[src/rtl/pwm_button_conditioner.sv]
// Button front end for the PWM duty controller: 2-FF sync, tick-based debounce,
// press-to-step pulses with hold-to-auto-repeat. Index 0 = increase, 1 = decrease.
module pwm_button_conditioner #(
   parameter int TICK_DIV           = 4,
   parameter int DEBOUNCE_TICKS     = 3,
   parameter int REPEAT_DELAY_TICKS = 8,
   parameter int REPEAT_RATE_TICKS  = 2,
   parameter int CNT_W              = 16
) (
   input  logic clk,
   input  logic rst_n,
   input  logic en,
   input  logic btn_inc_raw,
   input  logic btn_dec_raw,
   output logic inc_level,
   output logic dec_level,
   output logic inc_pulse,
   output logic dec_pulse
);

   typedef enum logic [1:0] {IDLE = 2'd0, HOLD = 2'd1, REPEAT = 2'd2} state_e;

   localparam logic [CNT_W-1:0] TICK_LAST = CNT_W'(TICK_DIV - 1);
   localparam logic [CNT_W-1:0] DB_LAST   = CNT_W'(DEBOUNCE_TICKS - 1);
   localparam logic [CNT_W-1:0] RD_LAST   = CNT_W'(REPEAT_DELAY_TICKS - 1);
   localparam logic [CNT_W-1:0] RR_LAST   = CNT_W'(REPEAT_RATE_TICKS - 1);

   logic [1:0]       raw_s;
   logic [1:0]       sync1_q, sync2_q;
   logic [CNT_W-1:0] tick_cnt_q, tick_cnt_d;
   logic             tick_s;
   logic [1:0]       level_q, level_d;
   logic [CNT_W-1:0] db_cnt_q [2];
   logic [CNT_W-1:0] db_cnt_d [2];
   logic [CNT_W-1:0] hold_cnt_q [2];
   logic [CNT_W-1:0] hold_cnt_d [2];
   state_e           state_q [2];
   state_e           state_d [2];
   logic [1:0]       emit_s;
   logic [1:0]       pulse_q, pulse_d;

   assign raw_s = {btn_dec_raw, btn_inc_raw};

   // Tick prescaler; frozen while disabled so every tick-based counter freezes too.
   always_comb begin
      tick_s     = en && (tick_cnt_q == TICK_LAST);
      tick_cnt_d = tick_cnt_q;
      if (!en) begin
         tick_cnt_d = tick_cnt_q;
      end else if (tick_s) begin
         tick_cnt_d = '0;
      end else begin
         tick_cnt_d = tick_cnt_q + CNT_W'(1);
      end
   end

   always_comb begin
      for (int i = 0; i < 2; i++) begin
         level_d[i]  = level_q[i];
         db_cnt_d[i] = db_cnt_q[i];
         if (sync2_q[i] == level_q[i]) begin
            db_cnt_d[i] = '0;
         end else if (tick_s) begin
            if (db_cnt_q[i] == DB_LAST) begin
               level_d[i]  = sync2_q[i];
               db_cnt_d[i] = '0;
            end else begin
               db_cnt_d[i] = db_cnt_q[i] + CNT_W'(1);
            end
         end else begin
            db_cnt_d[i] = db_cnt_q[i];
         end
      end
   end

   // Step FSMs: a low level always wins, so release beats a same-cycle repeat.
   always_comb begin
      for (int i = 0; i < 2; i++) begin
         state_d[i]    = state_q[i];
         hold_cnt_d[i] = hold_cnt_q[i];
         emit_s[i]     = 1'b0;
         if (!level_q[i]) begin
            state_d[i]    = IDLE;
            hold_cnt_d[i] = '0;
         end else begin
            case (state_q[i])
               IDLE: begin
                  emit_s[i]     = 1'b1;
                  state_d[i]    = HOLD;
                  hold_cnt_d[i] = '0;
               end
               HOLD: begin
                  if (!tick_s) begin
                     hold_cnt_d[i] = hold_cnt_q[i];
                  end else if (hold_cnt_q[i] == RD_LAST) begin
                     emit_s[i]     = 1'b1;
                     state_d[i]    = REPEAT;
                     hold_cnt_d[i] = '0;
                  end else begin
                     hold_cnt_d[i] = hold_cnt_q[i] + CNT_W'(1);
                  end
               end
               REPEAT: begin
                  if (!tick_s) begin
                     hold_cnt_d[i] = hold_cnt_q[i];
                  end else if (hold_cnt_q[i] == RR_LAST) begin
                     emit_s[i]     = 1'b1;
                     hold_cnt_d[i] = '0;
                  end else begin
                     hold_cnt_d[i] = hold_cnt_q[i] + CNT_W'(1);
                  end
               end
               default: begin
                  state_d[i]    = IDLE;
                  hold_cnt_d[i] = '0;
               end
            endcase
         end
      end
   end

   // Either button's debounced level vetoes the other's pulses; both FSMs keep running.
   always_comb begin
      pulse_d[0] = emit_s[0] & ~level_q[1] & en;
      pulse_d[1] = emit_s[1] & ~level_q[0] & en;
   end

   always_ff @(posedge clk or negedge rst_n) begin
      if (!rst_n) begin
         sync1_q    <= 2'b00;
         sync2_q    <= 2'b00;
         tick_cnt_q <= '0;
         level_q    <= 2'b00;
         pulse_q    <= 2'b00;
         for (int i = 0; i < 2; i++) begin
            db_cnt_q[i]   <= '0;
            hold_cnt_q[i] <= '0;
            state_q[i]    <= IDLE;
         end
      end else begin
         sync1_q    <= raw_s;
         sync2_q    <= sync1_q;
         tick_cnt_q <= tick_cnt_d;
         level_q    <= level_d;
         pulse_q    <= pulse_d;
         for (int i = 0; i < 2; i++) begin
            db_cnt_q[i]   <= db_cnt_d[i];
            hold_cnt_q[i] <= hold_cnt_d[i];
            state_q[i]    <= state_d[i];
         end
      end
   end

   assign inc_level = level_q[0];
   assign dec_level = level_q[1];
   assign inc_pulse = pulse_q[0];
   assign dec_pulse = pulse_q[1];

endmodule

[config.mk]
export PLATFORM = sky130hd
export DESIGN_NAME = pwm_button_conditioner
export DESIGN_NICKNAME = d
export VERILOG_FILES = /design/src/rtl/pwm_button_conditioner.sv
export SDC_FILE = /design/constraint.sdc
export NUM_CORES = 1
export LEC_CHECK = 0
export BUFFER_PORTS_ARGS = -buffer_cell sky130_fd_sc_hd__buf_2
export CORE_MARGIN = 2
export CORE_UTILIZATION = 52
export DETAILED_ROUTE_END_ITERATION = 8
export PLACE_DENSITY = 0.68
export SLEW_MARGIN = 5
export SYNTH_ARGS = -nofsm -noshare
export SYNTH_HDL_FRONTEND = slang
export SYNTH_SLANG_ARGS = --single-unit
[constraint.sdc]
create_clock -name clk -period 2.9 [get_ports clk]
set_input_delay 0.145 -clock clk [delete_from_list [all_inputs] [get_ports clk]]
set_output_delay 0.145 -clock clk [all_outputs]
set_load 0.02 [all_outputs]
==> flow_summary_export.csv <==
group,metric,value,unit
status,status,"finished clean",
clocking,path_clk_slew,0.09,ns
worst_setup_path,r2r_start,"hold_cnt_q[17]",
floorplanning,die_area,0.01075,mm²
clocking,cts_root_buf,"clkbuf_8",
route,via_per_inst,5.987,
min_path,hold_start,"en",
floorplanning,start_util,0.5309,
power,vdd_ir_drop_max,0.3563,mV
synth,synthMuxAreaShare,0.01042,
worst_setup_path,cp_slowest_cell,"or4b_2",
synth,netlist_area,0.005165,mm²
power,comb_power_share,0.104,
synth,synth_compound_area_frac,0.1410,
final_layout,seqCellArea,0.002302,mm²
timing,final_hold_viol_count,0,
floorplanning,die_x,103.7,µm
worst_setup_path,crit_path_start_kind,"flip-flop",
synth,synth-seq-cells,92,
power,clkPwrFrac,0.374,
clocking,cts_max_level,3,
clocking,clk_path_buf_depth,2,
final_layout,drive_gt1_frac,0.07651,
final_layout,final_nets,581,
clocking,clock_latency,0.37,ns
synth,yosysSeqAreaShare,0.4457,
synth,synthAdderAreaFrac,0.04603,
synth,synth_top_family_by_area,"simple AND/OR/NAND/NOR gates",
clocking,cts_tree,"done",
power,p_switching,670.3,µW
final_layout,areaGrowthSynthToFinish,9.254,%
synth,synth_async_sr_flop_share,1.000,
grt,grt_overflow,0,
power,sw_frac_of_total,0.2517,
worst_setup_path,end_kind,"flip-flop",
min_path,hp-class,"in -> reg",
synth,syn_nets,566,
synth,ys.flop_type,"dfrtp_1",
timing,fin_worst_skew,0.006522,ns
route,first_iter_violations,147,
timing,fmax,383.3,MHz
final_layout,final_cells,695,
timing,worst_slack,0.2908,ns
clocking,cts_sinks,92,
synth,synth_cells,542,
synth,synth.distinct_cells,55,
power,p_int,1993,µW
worst_setup_path,worstPathRequired,3.15,ns
timing,report.final.slew_viol_count,0,
timing,timing.final.crit_share,0.8997,
timing,setup_viol,0,
worst_setup_path,path_cells,"inv_1, ha_1, or4b_2, o41ai_1, nand2_1, nand2_1, o41ai_1",
grt,grt_pass1_vias,4052,
worst_setup_path,max_stage_delay,0.59,ns
worst_setup_path,worst_ep_arrival_time,2.86,ns
floorplanning,die_height,103.7,µm
synth,avgSynthCellArea,9.529,µm²
worst_setup_path,crit_start,"hold_cnt_q[17]",
final_layout,fill_cells,858,
flow_run,maxCapViolations,0,
place,pre_cts_ws,0.3463,ns
synth,synth-xor-area-share,0.06783,
grt,grt_use_total,0.2111,
place,gp_congestion,0.8773,
timing,relSlewSlack,0.5070,
synth,synth_edf_count,0,
clocking,cts_resized,0,
floorplanning,core-area,0.009729,mm²
timing,final.min_clock_period,2.609,ns
clocking,cts_made_buffers,9,
floorplanning,io_pins,9,
power,power_frac_seq,0.522,
grt,globalRouteMet1Util,0.2771,
synth,yosys.area_share.simple,0.2626,
route,dr.pass1.iters,5,
route,wl,10840,µm
grt,use_met2,0.3500,
grt,grt_pass1_wl,18770,µm
final_layout,multi_input_area,0.002726,mm²
grt,grt_use_met3,0.05223,
place,dp_hpwl,7466,µm
route,wl_per_cell,15.59,µm
floorplanning,fp-row-count,36,
worst_setup_path,crit_fanout,11,
route,drcViolationCount,0,
grt,antenna_found_initial,0,
synth,yosysWarnings,0,
route,ant_nets,0,
timing,tns,0,ns
timing,tightestPinTransition,0.7298,ns
place,placement.io_buffers,8,
power,power.density,471.9,mW/mm²
power,p_leak,0.002396,µW
worst_setup_path,crit_type,"reg -> reg",
place,placedCellCount,676,
grt,grt_max_degree,53,
grt,top_usage_layer,"met2",
power,power,2663,µW
timing,rsz0062_at_grt,"no",
final_layout,diodes,0,
final_layout,final_util,0.5800,
route,vias,4161,
-- metal layers --
layer / wire (µm) / share of wire
met1: 5122 / 0.47
met2: 5213 / 0.48
met3: 387 / 0.036
met4: 112 / 0.010
met5: 0 / 0
-- timing repair --
item	in CTS	in global routing
hold buffers	3	0
endpoints found under the setup margin	0	0
setup buffers	0	0
endpoints found under the hold margin	42	0
-- cell type report --
type / instances / share of cell area
Timing Repair Buffer: 19 / 0.02572
Tap cell: 133 / 0.02949
Sequential cell: 92 / 0.4080
Clock buffer: 12 / 0.02927
Inverter: 18 / 0.01197
Multi-Input combinational cell: 417 / 0.4831
Clock inverter: 4 / 0.01242
-- critical path, delay by kind of cell (launching register included) --
kind / cells / cell delay, ns
buffers and inverters: 1 / 0.07
AOI/OAI and AO/OA: 2 / 0.53
and+or+nand+nor: 3 / 1.31
adders and majority gates: 1 / 0.16
DFF: 1 / 0.42
-- power by group through the flow --
stage	Clock, µW	Sequential [µW]	Combinational (µW)
2_1_floorplan	0	1390	220
3_3_place_gp	0	1410	269
4_1_cts	1020	1390	281
3_5_place_dp	0	1420	276
5_1_grt	1080	1400	312
6_report	995	1390	277
-- worst paths after layout --
kind                                        to  slack, ns  cells past startpoint
worst min register to register      sync2_q[1]       0.35                      0
min in group asynchronous       hold_cnt_q[23]       0.29                      2
worst max register to register  hold_cnt_q[30]       0.29                      7
worst max-delay path            hold_cnt_q[30]       0.29                      7
max in group asynchronous         db_cnt_q[10]       1.95                      3
worst min-delay path             tick_cnt_q[1]       0.13                      2
-- flip-flops by register name, indices dropped and copies added, names as in the netlist --
signal      flops
db_cnt_q       32
hold_cnt_q     32
level_q         2
pulse_q         2
state_q         4
sync1_q         2
sync2_q         2
tick_cnt_q     16
-- Yosys cell counts, drive strengths merged, types with 3 or more instances --
| master | number | area share |
|---|---|---|
| a31oi | 6 | 0.0073 |
| nor3b | 6 | 0.0087 |
| a21o | 7 | 0.010 |
| a21boi | 4 | 0.0058 |
| and3 | 8 | 0.0097 |
| inv | 18 | 0.013 |
| o21ai | 29 | 0.028 |
| nand3b | 5 | 0.0073 |
| nand4 | 16 | 0.019 |
| nor4b | 4 | 0.0068 |
| and2 | 9 | 0.011 |
| or4bb | 3 | 0.0065 |
| nor2 | 55 | 0.040 |
| o31ai | 6 | 0.0087 |
| ha | 19 | 0.046 |
| nor4 | 21 | 0.027 |
| nand3 | 32 | 0.031 |
| mux2 | 3 | 0.0065 |
| buf | 5 | 0.0061 |
| xor2 | 12 | 0.020 |
| nor2b | 5 | 0.0061 |
| dfrtp | 92 | 0.45 |
| nand2 | 39 | 0.028 |
| or3 | 6 | 0.0073 |
| a41oi | 4 | 0.0068 |
| and4 | 5 | 0.0085 |
| nor3 | 19 | 0.019 |
| clkbuf | 10 | 0.0073 |
| o41ai | 5 | 0.014 |
| xnor2 | 28 | 0.047 |
| a22oi | 3 | 0.0044 |
| a21oi | 18 | 0.017 |
| or4 | 7 | 0.012 |
| nand2b | 3 | 0.0036 |
| a22o | 14 | 0.024 |
-- cell families (layout without fill, tap and decap cells) --
group | count (synthesis) | in the layout
compound gates | 104 | 104
xor+xnor | 40 | 40
fa+ha+maj | 19 | 19
buf+inv | 33 | 53
flops | 92 | 92
mux | 5 | 5
simple gates | 249 | 249
-- per-stage QoR --
step	hold WS [ns]	cell area [µm²]
4_1_cts	0.1210	5643
6_report	0.1325	5643
2_1_floorplan	-0.1506	5165
5_1_grt	0.1330	5643
3_5_place_dp	0.1687	5378
3_3_place_gp	0.1672	5378
-- cell usage in the layout (no fill, tap or decap), types with 5 or more instances in the layout --
cell type and n:
xnor2_1 28, or3_1 6, inv_1 18, or4_1 5
nor3b_1 6, a31oi_1 6, buf_2 7, nand3_1 32
ha_1 19, nor2b_1 5, xor2_1 12, dfrtp_1 92
nor4_1 20, nand3b_1 5, nand2_1 39, o31ai_1 6
a22o_1 14, nor3_1 18, and3_1 8, and4_1 5
o21ai_0 28, a21o_1 7, clkbuf_8 12, and2_1 8
nor2_1 55, nand4_1 16, buf_4 8, a21oi_1 18
(Power assumes the default switching activity.)
